### src/rtl/stride_rd_gen.sv
// Strided AXI read-address generator: issues req_num ARs at base + k*stride and counts returned R beats.
// Latency: first m_ar_valid the cycle after start is sampled; done pulses one cycle after the last burst drains.
// Backpressure: AR payload held while m_ar_ready=0; ARs throttled at 2^LOG_MAX_OUT outstanding bursts.
// Optional: define STRIDE_RD_GEN_ID_CHECK_EN to flag R beats whose ID differs from the latched cfg_id.
module stride_rd_gen #(
   parameter int ADDR_BITS       = 16,
   parameter int BURST_LEN_WIDTH = 8,
   parameter int TID_WIDTH       = 8,
   parameter int DATA_WIDTH      = 8,
   parameter int LOG_MAX_OUT     = 2
) (
   input  logic                       clk,
   input  logic                       rst,
   input  logic                       start,
   input  logic [ADDR_BITS-1:0]       base_addr,
   input  logic [ADDR_BITS-1:0]       stride,
   input  logic [15:0]                req_num,
   input  logic [BURST_LEN_WIDTH-1:0] cfg_len,
   input  logic [TID_WIDTH-1:0]       cfg_id,
   output logic                       m_ar_valid,
   output logic [ADDR_BITS-1:0]       m_ar_addr,
   output logic [BURST_LEN_WIDTH-1:0] m_ar_len,
   output logic [TID_WIDTH-1:0]       m_ar_id,
   input  logic                       m_ar_ready,
   input  logic                       m_r_valid,
   input  logic                       m_r_last,
   input  logic [DATA_WIDTH-1:0]      m_r_data,
   input  logic [TID_WIDTH-1:0]       m_r_id,
   output logic                       m_r_ready,
   output logic                       busy,
   output logic                       done,
   output logic [15:0]                beat_cnt,
   output logic                       error
);

   typedef enum logic [1:0] {S_IDLE, S_ISSUE, S_DRAIN, S_DONE} state_t;

   localparam int OW = LOG_MAX_OUT + 1;
   localparam logic [OW-1:0] MAX_OUT = {1'b1, {LOG_MAX_OUT{1'b0}}};

   state_t                     state_q, state_d;
   logic [OW-1:0]              out_q, out_d;
   logic [15:0]                k_q, k_d;
   logic [15:0]                num_q, num_d;
   logic [ADDR_BITS-1:0]       addr_q, addr_d;
   logic [ADDR_BITS-1:0]       stride_q, stride_d;
   logic [BURST_LEN_WIDTH-1:0] len_q, len_d;
   logic [TID_WIDTH-1:0]       id_q, id_d;
   logic [BURST_LEN_WIDTH-1:0] bidx_q, bidx_d;
   logic [15:0]                beat_cnt_q, beat_cnt_d;
   logic                       error_q, error_d;

   logic ar_vld, r_rdy, ar_hs, r_hs, r_last_hs, id_bad;
   logic unused_bits;

   assign ar_vld    = (state_q == S_ISSUE) && (out_q < MAX_OUT);
   assign r_rdy     = (state_q == S_ISSUE) || (state_q == S_DRAIN);
   assign ar_hs     = ar_vld && m_ar_ready;
   assign r_hs      = m_r_valid && r_rdy;
   // A stray last beat with nothing outstanding is an error but must not underflow the counter.
   assign r_last_hs = r_hs && m_r_last && (out_q != '0);

`ifdef STRIDE_RD_GEN_ID_CHECK_EN
   assign id_bad      = r_hs && (m_r_id != id_q);
   assign unused_bits = ^m_r_data;
`else
   assign id_bad      = 1'b0;
   assign unused_bits = ^{m_r_data, m_r_id};
`endif

   // Next-state, address walk, outstanding tracking and R beat/error accounting.
   always_comb begin
      state_d    = state_q;
      out_d      = out_q;
      k_d        = k_q;
      num_d      = num_q;
      addr_d     = addr_q;
      stride_d   = stride_q;
      len_d      = len_q;
      id_d       = id_q;
      bidx_d     = bidx_q;
      beat_cnt_d = beat_cnt_q;
      error_d    = error_q;

      case (state_q)
         S_IDLE: begin
            if (start) begin
               addr_d     = base_addr;
               stride_d   = stride;
               num_d      = req_num;
               len_d      = cfg_len;
               id_d       = cfg_id;
               k_d        = '0;
               out_d      = '0;
               bidx_d     = '0;
               beat_cnt_d = '0;
               error_d    = 1'b0;
               state_d    = (req_num == 16'd0) ? S_DONE : S_ISSUE;
            end
         end
         S_ISSUE: begin
            if (ar_hs) begin
               k_d    = k_q + 16'd1;
               addr_d = addr_q + stride_q;
               if ((k_q + 16'd1) == num_q) state_d = S_DRAIN;
            end
         end
         S_DRAIN: begin
            if (out_q == '0) state_d = S_DONE;
         end
         default: state_d = S_IDLE;
      endcase

      // R handshakes only occur in ISSUE/DRAIN, so these never collide with the start latch.
      if (r_hs) begin
         if (beat_cnt_q != 16'hFFFF) beat_cnt_d = beat_cnt_q + 16'd1;
         bidx_d = m_r_last ? '0 : bidx_q + 1'b1;
         if ((out_q == '0) || (m_r_last != (bidx_q == len_q)) || id_bad) error_d = 1'b1;
      end

      case ({ar_hs, r_last_hs})
         2'b10:   out_d = out_q + 1'b1;
         2'b01:   out_d = out_q - 1'b1;
         default: ;
      endcase
   end

   // State register with synchronous reset; every flop clears so a reset abandons the sequence.
   always_ff @(posedge clk) begin
      if (rst) begin
         state_q    <= S_IDLE;
         out_q      <= '0;
         k_q        <= '0;
         num_q      <= '0;
         addr_q     <= '0;
         stride_q   <= '0;
         len_q      <= '0;
         id_q       <= '0;
         bidx_q     <= '0;
         beat_cnt_q <= '0;
         error_q    <= 1'b0;
      end else begin
         state_q    <= state_d;
         out_q      <= out_d;
         k_q        <= k_d;
         num_q      <= num_d;
         addr_q     <= addr_d;
         stride_q   <= stride_d;
         len_q      <= len_d;
         id_q       <= id_d;
         bidx_q     <= bidx_d;
         beat_cnt_q <= beat_cnt_d;
         error_q    <= error_d;
      end
   end

   assign m_ar_valid = ar_vld;
   assign m_ar_addr  = addr_q;
   assign m_ar_len   = len_q;
   assign m_ar_id    = id_q;
   assign m_r_ready  = r_rdy;
   assign busy       = (state_q != S_IDLE);
   assign done       = (state_q == S_DONE);
   assign beat_cnt   = beat_cnt_q;
   assign error      = error_q;

endmodule

### config.mk
export PLATFORM = sky130hd
export DESIGN_NAME = stride_rd_gen
export DESIGN_NICKNAME = d
export VERILOG_FILES = /design/src/rtl/stride_rd_gen.sv
export SDC_FILE = /design/constraint.sdc
export NUM_CORES = 1
export LEC_CHECK = 0
export CORE_ASPECT_RATIO = 0.6
export CORE_MARGIN = 1
export CORE_UTILIZATION = 51
export DETAILED_ROUTE_END_ITERATION = 10
export MAX_ROUTING_LAYER = met4
export PLACE_DENSITY = 0.81
export SKIP_CTS_REPAIR_TIMING = 1
export SYNTH_ARGS = -nofsm -noshare
export SYNTH_HDL_FRONTEND = slang
export SYNTH_SLANG_ARGS = --single-unit
export TNS_END_PERCENT = 100
### constraint.sdc
create_clock -name clk -period 2.94 [get_ports clk]
set_clock_uncertainty 0.1 [all_clocks]
set_input_delay 0.735 -clock clk [delete_from_list [all_inputs] [get_ports clk]]
set_output_delay 0.735 -clock clk [all_outputs]
set_load 0.01 [all_outputs]
Yosys cells after proc, flatten, opt, wreduce, memory -nomap -nowiden
Cells that the tools add are included.
{ "classes": {"n_addsub": 6, "magnitude_cmp": 1, "n_eq_ne": 13, "n_mux": 27, "reduce_logical": 22} }
{ "ops": {"columns": ["operator", "n"], "rows": [
  ["$mux W16", 8],
  ["$pmux W16 S2", 2],
  ["$add A16 B1 Y16 const B", 2],
  ["$mux W8", 4],
  ["$add A16 B16 Y16", 1],
  ["$eq A16 B16 Y1", 1],
  ["$logic_not A16 Y1", 1],
  ["$ne A16 B16 Y1 const B", 1],
  ["$mux W2", 5],
  ["$reduce_bool A3 Y1", 3],
  ["$add A8 B1 Y8 const B", 1],
  ["$eq A8 B8 Y1", 1],
  ["$reduce_bool A2 Y1", 4],
  ["$eq A2 B2 Y1 const B", 3],
  ["$mux W3", 2],
  ["$pmux W2 S3", 1],
  ["$pmux W3 S2", 1],
  ["$reduce_and A2 Y1", 3],
  ["$logic_and A1 B1 Y1", 5],
  ["$eq A2 B1 Y1 const B", 2],
  ["$mux W1", 4],
  ["$ne A2 B1 Y1 const B", 2],
  ["$ne A2 B2 Y1 const B", 2],
  ["$reduce_and A4 Y1", 1],
  ["other kinds (8)", 9]
]} }
{ "totals": {"regBits": 110, "input_bits": 86, "output_inout_bits": 53} }

Logic depth before layout (Yosys ltp)
Gate-level depths: netlist of run 1.
{ "logic_depth": {"ltp_word": 8, "mapped_depth": 10} }

Least setup slack after synthesis of run 1
No wires, ideal clock.
{ "synth_timing": {"path_type": "reg-to-reg", "start": "register state_q[0]", "end": "register out_q[2]", "arrival_time_ps": 2490, "path_slack_ps": 279, "stages_incl_launch_ff": 10, "n_path_buf": 0, "path_cell_list": "dfxtp_1 > inv_1 > ha_1 > and4_1 > ha_1 > inv_1 > fa_1 > xnor2_1 > or4b_2 > a21oi_1"} }
{ "synth_via": {"elab_chain_cells": 8} }
{ "synth_rtl": {"columns": ["item", "line_no", "rtl"], "rows": [
  ["from (decl)", "41", "state_t state_q, state_d;"],
  ["from (signal assigned)", "143", "state_q <= state_d;"],
  ["$eq A2 B1 Y1 or $eq A2 B2 Y1 (tied branches)", "57", "assign r_rdy = (state_q == S_ISSUE) || (state_q == S_DRAIN);"],
  ["$logic_or A1 B1 Y1 (*)", "57", null],
  ["net m_r_ready", "29", "output logic m_r_ready,"],
  ["$logic_and A1 B1 Y1 (*)", "59", "assign r_hs = m_r_valid && r_rdy;"],
  ["$logic_and A1 B1 Y1 (*) (2 in series)", "61", "assign r_last_hs = r_hs && m_r_last && (out_q != '0);"],
  ["$eq A2 B1 Y1 or $eq A2 B2 Y1 (tied branches)", "121", "case ({ar_hs, r_last_hs})"],
  ["$reduce_bool A3 Y1 (no source line)", null, null],
  ["$reduce_and A2 Y1 (no source line)", null, null],
  ["to (signal assigned)", "144", "out_q <= out_d;"],
  ["to (decl)", "42", "logic [OW-1:0] out_q, out_d;"]
]} }
Mark *: on every way through the listed nets, which the timed path passes. The rest lies on a longest branch.
A chain may end at the register's enable or synchronous reset.

Worst setup path after layout of run 1
{ "layout_timing": {"start": "register state_q[1]", "end": "output port m_ar_valid"} }
{ "layout_via": {"elab_chain_cells": 2} }
{ "layout_rtl": {"columns": ["item", "line_no", "rtl"], "rows": [
  ["$eq A2 B1 Y1", "56", "assign ar_vld = (state_q == S_ISSUE) && (out_q < MAX_OUT);"],
  ["$logic_and A1 B1 Y1", "56", null],
  ["to (decl)", "20", "output logic m_ar_valid,"]
]} }
No other way between the ends.

==> results of run 1 <==
==> cells in the mapped netlist (all sizes together), types with 2 or more instances <==
library cell / number
a211oi: 12
nor3: 24
o21ai: 41
mux2i: 7
o21a: 4
or2: 2
inv: 16
nand2: 148
fa: 2
ha: 24
and3: 6
nand3: 15
clkbuf: 35
dfxtp: 110
nand3b: 7
a311oi: 5
and4: 7
nand2b: 2
xnor2: 33
a211o: 2
and2: 5
or3: 6
nor2b: 7
a21oi: 116
or4b: 2
a31oi: 8
a22oi: 2
nor2: 67
nand4: 14
nor3b: 3
xor2: 11
a21o: 8
buf: 8
o31ai: 4
nor4: 8
o211ai: 3
==> worst register-to-register path, cell delays in order (launching register included) <==
cell and delay (ps):
dfxtp_1 400, inv_1 90, ha_1 320, and4_1 220, ha_1 190, inv_1 60, fa_1 380, xnor2_1 180
or4b_2 610, a21oi_2 150
==> stage by stage <==
stage,worst slack [ps],TNS (ps)
4_1_cts,48.0,0
5_1_grt,43.6,0
3_3_place_gp,-147,-147
3_5_place_dp,-236,-236
6_report,108,0
2_1_floorplan,279,0
==> cell families (layout without fill, tap and decap cells) <==
| logic type | count (synthesis) | count (layout) | synth area share, % |
|---|---|---|---|
| compound gates | 212 | 212 | 20.1 |
| flops | 110 | 110 | 36.4 |
| buf+inv | 59 | 175 | 4.55 |
| simple gates | 325 | 325 | 25.7 |
| fa+ha+maj | 26 | 26 | 5.62 |
| xor+xnor | 44 | 44 | 6.37 |
| mux | 8 | 8 | 1.34 |
==> how the worst max path moves through the flow <==
| stage | start | to | slack [ps] | cells past startpoint |
|---|---|---|---|---|
| floorplan | state_q[0] | out_q[2] | 280 | 9 |
| global placement | m_r_valid | out_q[2] | -150 | 8 |
| detailed placement | m_r_last | out_q[2] | -240 | 8 |
| CTS | state_q[1] | m_ar_valid | 50 | 6 |
| global route | m_r_valid | out_q[2] | 40 | 8 |
| finish | state_q[1] | m_ar_valid | 110 | 6 |
==> state kept, by name (all words and copies together) (netlist names) <==
signal	count
beat_cnt	16
k_q	16
m_ar_addr	16
num_q	16
stride_q	16
bidx_q	8
m_ar_id	8
m_ar_len	8
out_q	3
state_q	2
error	1
==> area by class of cell <==
| type | count | area (um2) |
|---|---|---|
| fillers | 965 | 3640 |
| clock inverters | 5 | 81.3 |
| flip-flops and latches | 110 | 2200 |
| multi-input cells | 615 | 3590 |
| repair buffers | 144 | 1400 |
| clock buffers | 10 | 239 |
| well taps | 160 | 200 |
| inverters | 16 | 60.1 |
==> power groups by stage <==
stage                     clock network [mW]  registers, mW  logic [mW]
final                                   1.33           1.92        2.56
after global routing                    1.41           1.95        2.81
after CTS                               1.35           1.92        2.53
after detailed placement                   0           1.95        2.51
after global placement                     0           1.93        2.43
after floorplan                            0           1.96        1.51
==> routing by layer <==
layer / up-vias / global-route usage [%] / wire length, um
met3: 31 / 6.63 / 1110
met4: 0 / 7.62 / 265
li1: 2977 / - / -
met2: 223 / 43.7 / 7630
met1: 2820 / 38.5 / 7950
met5: - / - / 0
==> impl_metrics.yaml, run 1 <==
run_status:
  status: "finished clean"
worst_hold_path:
  worstHoldEndpoint: "m_ar_id[4]"
  worstHoldPathType: "flop to flop"
  holdCritStartpoint: "m_ar_id[4]"
  min_path_cells: 2
timing:
  slew_headroom_pct: 58.6
  fin_crit_sh_pct: 96.3
  rsz0062_at_grt: "no"
  fin_crit_ps: 2830
  slew_viol_final: 0
  hold_slack_ps: 356
  fmaxAchievable_mhz: 353
  setup_viol: 0
  final_hold_viol_count: 0
  tightest_slew_ps: 615
place:
  gp_congestion: 0.898
  dpl.hpwl_mm: 12.0
  dpl_cell_area_um2: 7440
  portBuffers: 122
  post-place-cells: 1045
cts:
  cts_max_level: 3
  clockBufferDepth: 2
  cts_buffers: 9
  clk_pin_slew_ps: 80
  cts.sinks: 110
  tritoncts: "done"
  clk_latency_ps: 360
  cts_root_buf: "clkbuf_16"
global_routing:
  grt_pass1_wl_mm: 27.2
  grt_usage_pct: 28.8
  grt_start_max_net_pins: 98
  overflow: 0
  first_global_vias: 5616
  grt_antenna_before_repair: 0
floorplanning:
  die_w_um: 143
  design.core.area_um2: 11400
  num_rows: 30
  initial_utilization_pct: 53.0
  io_pins: 139
  die_area_um2: 12300
  die_h_um: 86.4
critical_path:
  r2r-end: "out_q[2]"
  critPathRequiredTime_ps: 2110
  crit_buf_inv: 4
  cp.arrival_ps: 2000
  cp-end-kind: "primary output"
  cpMostUsedCell: "inv_1"
  r2r_setup_slack_ps: 180
  setup.worst_path.start_class: "flop"
  crit_type: "flop to primary output"
  crit_slowest_cell: "clkdlybuf4s50_1"
  reg2reg_depth: 9
  cp_top_family: "buffers and inverters"
  rr_startpoint: "state_q[1]"
  crit_chain: "inv_1 > ha_1 > buf_6 > inv_1 > nor2_1 > clkdlybuf4s50_1"
  cpPeakStageDelay_ps: 570
  crit_fanout: 22
synth:
  synth.cell_area_um2: 6050
  syn_avg_cell_area_um2: 7.72
  syn-num-nets: 896
  seq_area_frac_synth_pct: 36.4
  synthFlopType: "dfxtp_1"
  synth_edf_count: 0
  ys_seq_elements: 110
  synth_cell_types: 59
  synthArstFlopShare_pct: 0
  synthTopCellsByArea: "dfxtp_1 (36%), a21oi_1 (9.6%), nand2_1 (9.1%)"
  synthCells: 784
  netlist.area_leader.share_pct: 36.4
  synth_area_leader_cell: "dfxtp_1"
  synth_warnings: 0
pwr:
  internal-power_mw: 3.58
  power.static_leakage_nw: 2.88
  powerDensity_nw_per_um2: 748
  p_clk_share_pct: 22.9
  seq_power_share_pct: 33.0
  power.net_switching_mw: 2.24
  netSwitchingFraction_pct: 38.5
  peakVddDrop_mv: 0.369
  pwr-share-comb_pct: 44.1
  p_total_mw: 5.82
cells_and_area:
  drive_gt1_share_pct: 6.78
  final_area_um2: 7770
  mostFrequentLayoutCell: "nand2_1"
  fin_cells: 1060
  syn2layout_area_growth_pct: 28.4
  final_util_pct: 68.1
  antenna_cells: 0
  nNetsFinal: 1008
  mostFrequentLayoutCells: "nand2_1 (146), clkdlybuf4s50_1 (121), a21oi_1 (114)"
route:
  via_count: 6051
  ant_nets: 0
  drc: 0
  routed_wl_mm: 17.0
  drtIter0Drc: 463
  dr.pass1.iters: 5
  viasPerCell: 5.71
  wire_per_inst_um: 16.0
job:
  maxCapViolations: 0
Power figures use the tool's default switching activity.
==> inputs of run 2 (changes only) <==
--- a/config.mk
+++ b/config.mk
@@ -7,10 +7,10 @@
 export LEC_CHECK = 0
 export CORE_ASPECT_RATIO = 0.6
 export CORE_MARGIN = 1
-export CORE_UTILIZATION = 51
+export CORE_UTILIZATION = 50
 export DETAILED_ROUTE_END_ITERATION = 10
 export MAX_ROUTING_LAYER = met4
-export PLACE_DENSITY = 0.81
+export PLACE_DENSITY = 0.8
 export SKIP_CTS_REPAIR_TIMING = 1
 export SYNTH_ARGS = -nofsm -noshare
 export SYNTH_HDL_FRONTEND = slang
==> impl_metrics.yaml, run 2 (same netlist as run 1, synthesis figures left out) <==
run_status:
  status: "finished clean"
timing:
  final_hold_viol_count: 0
  fin_crit_sh_pct: 97.0
  hold_slack_ps: 359
  tightest_slew_ps: 629
  setup_viol: 0
  slew_viol_final: 0
  slew_headroom_pct: 58.1
  fin_crit_ps: 2850
  fmaxAchievable_mhz: 351
  finalSetupTns_ps: 0
  setup_slack_ps: 89.2
place:
  portBuffers: 122
  pre_cts_ws_ps: -275
  dpl.hpwl_mm: 12.2
  gp_congestion: 0.905
critical_path:
  cp.arrival_ps: 2020
  crit_slowest_cell: "clkdlybuf4s50_1"
  rr_startpoint: "state_q[0]"
  setup.worst_path.start_class: "flop"
  crit_type: "flop to primary output"
  cp-end-kind: "primary output"
  critPathRequiredTime_ps: 2110
  crit_chain: "ha_1 > buf_8 > inv_1 > nor2_1 > clkdlybuf4s50_1"
  crit_start: "state_q[0]"
  crit_fanout: 22
  cpPeakStageDelay_ps: 570
floorplanning:
  die_w_um: 144
  die_h_um: 87.2
  initial_utilization_pct: 52.5
  design.core.area_um2: 11500
  num_rows: 30
  die_area_um2: 12600
  io_pins: 139
worst_hold_path:
  holdCritStartpoint: "m_ar_id[6]"
  worstHoldPathType: "flop to flop"
pwr:
  peakVddDrop_mv: 0.442
  power.static_leakage_nw: 2.89
  powerDensity_nw_per_um2: 747
cts:
  clk_latency_ps: 350
  cts_root_buf: "clkbuf_16"
  cts_buffers: 9
  cts_max_level: 3
  clockBufferDepth: 2
  cts.sinks: 110
  clk_pin_slew_ps: 80
  tritoncts: "done"
cells_and_area:
  syn2layout_area_growth_pct: 28.6
  mostFrequentLayoutCell: "nand2_1"
  drive_gt1_share_pct: 6.76
  final_util_pct: 67.6
  mostFrequentLayoutCells: "nand2_1 (146), clkdlybuf4s50_1 (121), a21oi_1 (114)"
  nNetsFinal: 1009
  antenna_cells: 0
global_routing:
  first_global_vias: 5750
  overflow: 0
  grt_pass1_wl_mm: 27.2
  grt_start_max_net_pins: 98
  grt_usage_pct: 28.3
  grt_antenna_before_repair: 0
job:
  maxCapViolations: 0
route:
  routed_wl_mm: 16.8
  ant_nets: 0
  via_count: 6132
  wire_per_inst_um: 15.8
  dr.pass1.iters: 7
  viasPerCell: 5.77
  drc: 0
  drtIter0Drc: 417
==> run 2: per-stage QoR <==
| step | power [mW] | std cells | cell area (um2) |
|---|---|---|---|
| 2_1_floorplan | 3.47 | 784 | 6050 |
| 3_3_place_gp | 4.35 | 1046 | 7450 |
| 3_5_place_dp | 4.46 | 1046 | 7450 |
| 4_1_cts | 5.79 | 1062 | 7770 |
| 5_1_grt | 6.17 | 1062 | 7780 |
| 6_report | 5.81 | 1062 | 7780 |
==> run 2: routing by layer <==
metal  track usage (%)  up-vias  share of wire [%]  routed length, um
li1                  -     2975                  -                  -
met1              37.7     2893                 47               7910
met2              43.4      231                 44               7450
met3              5.44       33                6.5               1090
met4              8.51        0                1.8                310
met5                 -        -                  0                  0
==> run 2: path summary, 6_finish.rpt <==
| check | cells past startpoint | slack, ps | endpoint |
|---|---|---|---|
| hold reg to reg | 2 | 360 | m_ar_id[6] |
| setup / recovery | 5 | 90 | m_ar_valid |
| setup reg to reg | 9 | 220 | out_q[2] |
| hold / removal | 2 | 360 | m_ar_id[6] |
==> run 2: critical path: cells and delay by family (launching register included) <==
family,cells,cell delay [ps]
adders and majority gates,1,230
buffers and inverters,3,900
DFF,1,410
and+or+nand+nor,1,110
==> run 2: area by class of cell <==
cell class	instances	area (um2)
well taps	160	200
flip-flops and latches	110	2200
multi-input cells	615	3590
repair buffers	145	1410
clock inverters	5	81.3
fillers	968	3740
clock buffers	11	243
inverters	16	60.1
==> run 2: where the power goes <==
group          switching, mW  leakage [nW]  internal [mW]
sequential             0.199         0.897           1.72
combinational           1.47          1.83           1.09
clock                  0.562         0.156          0.773
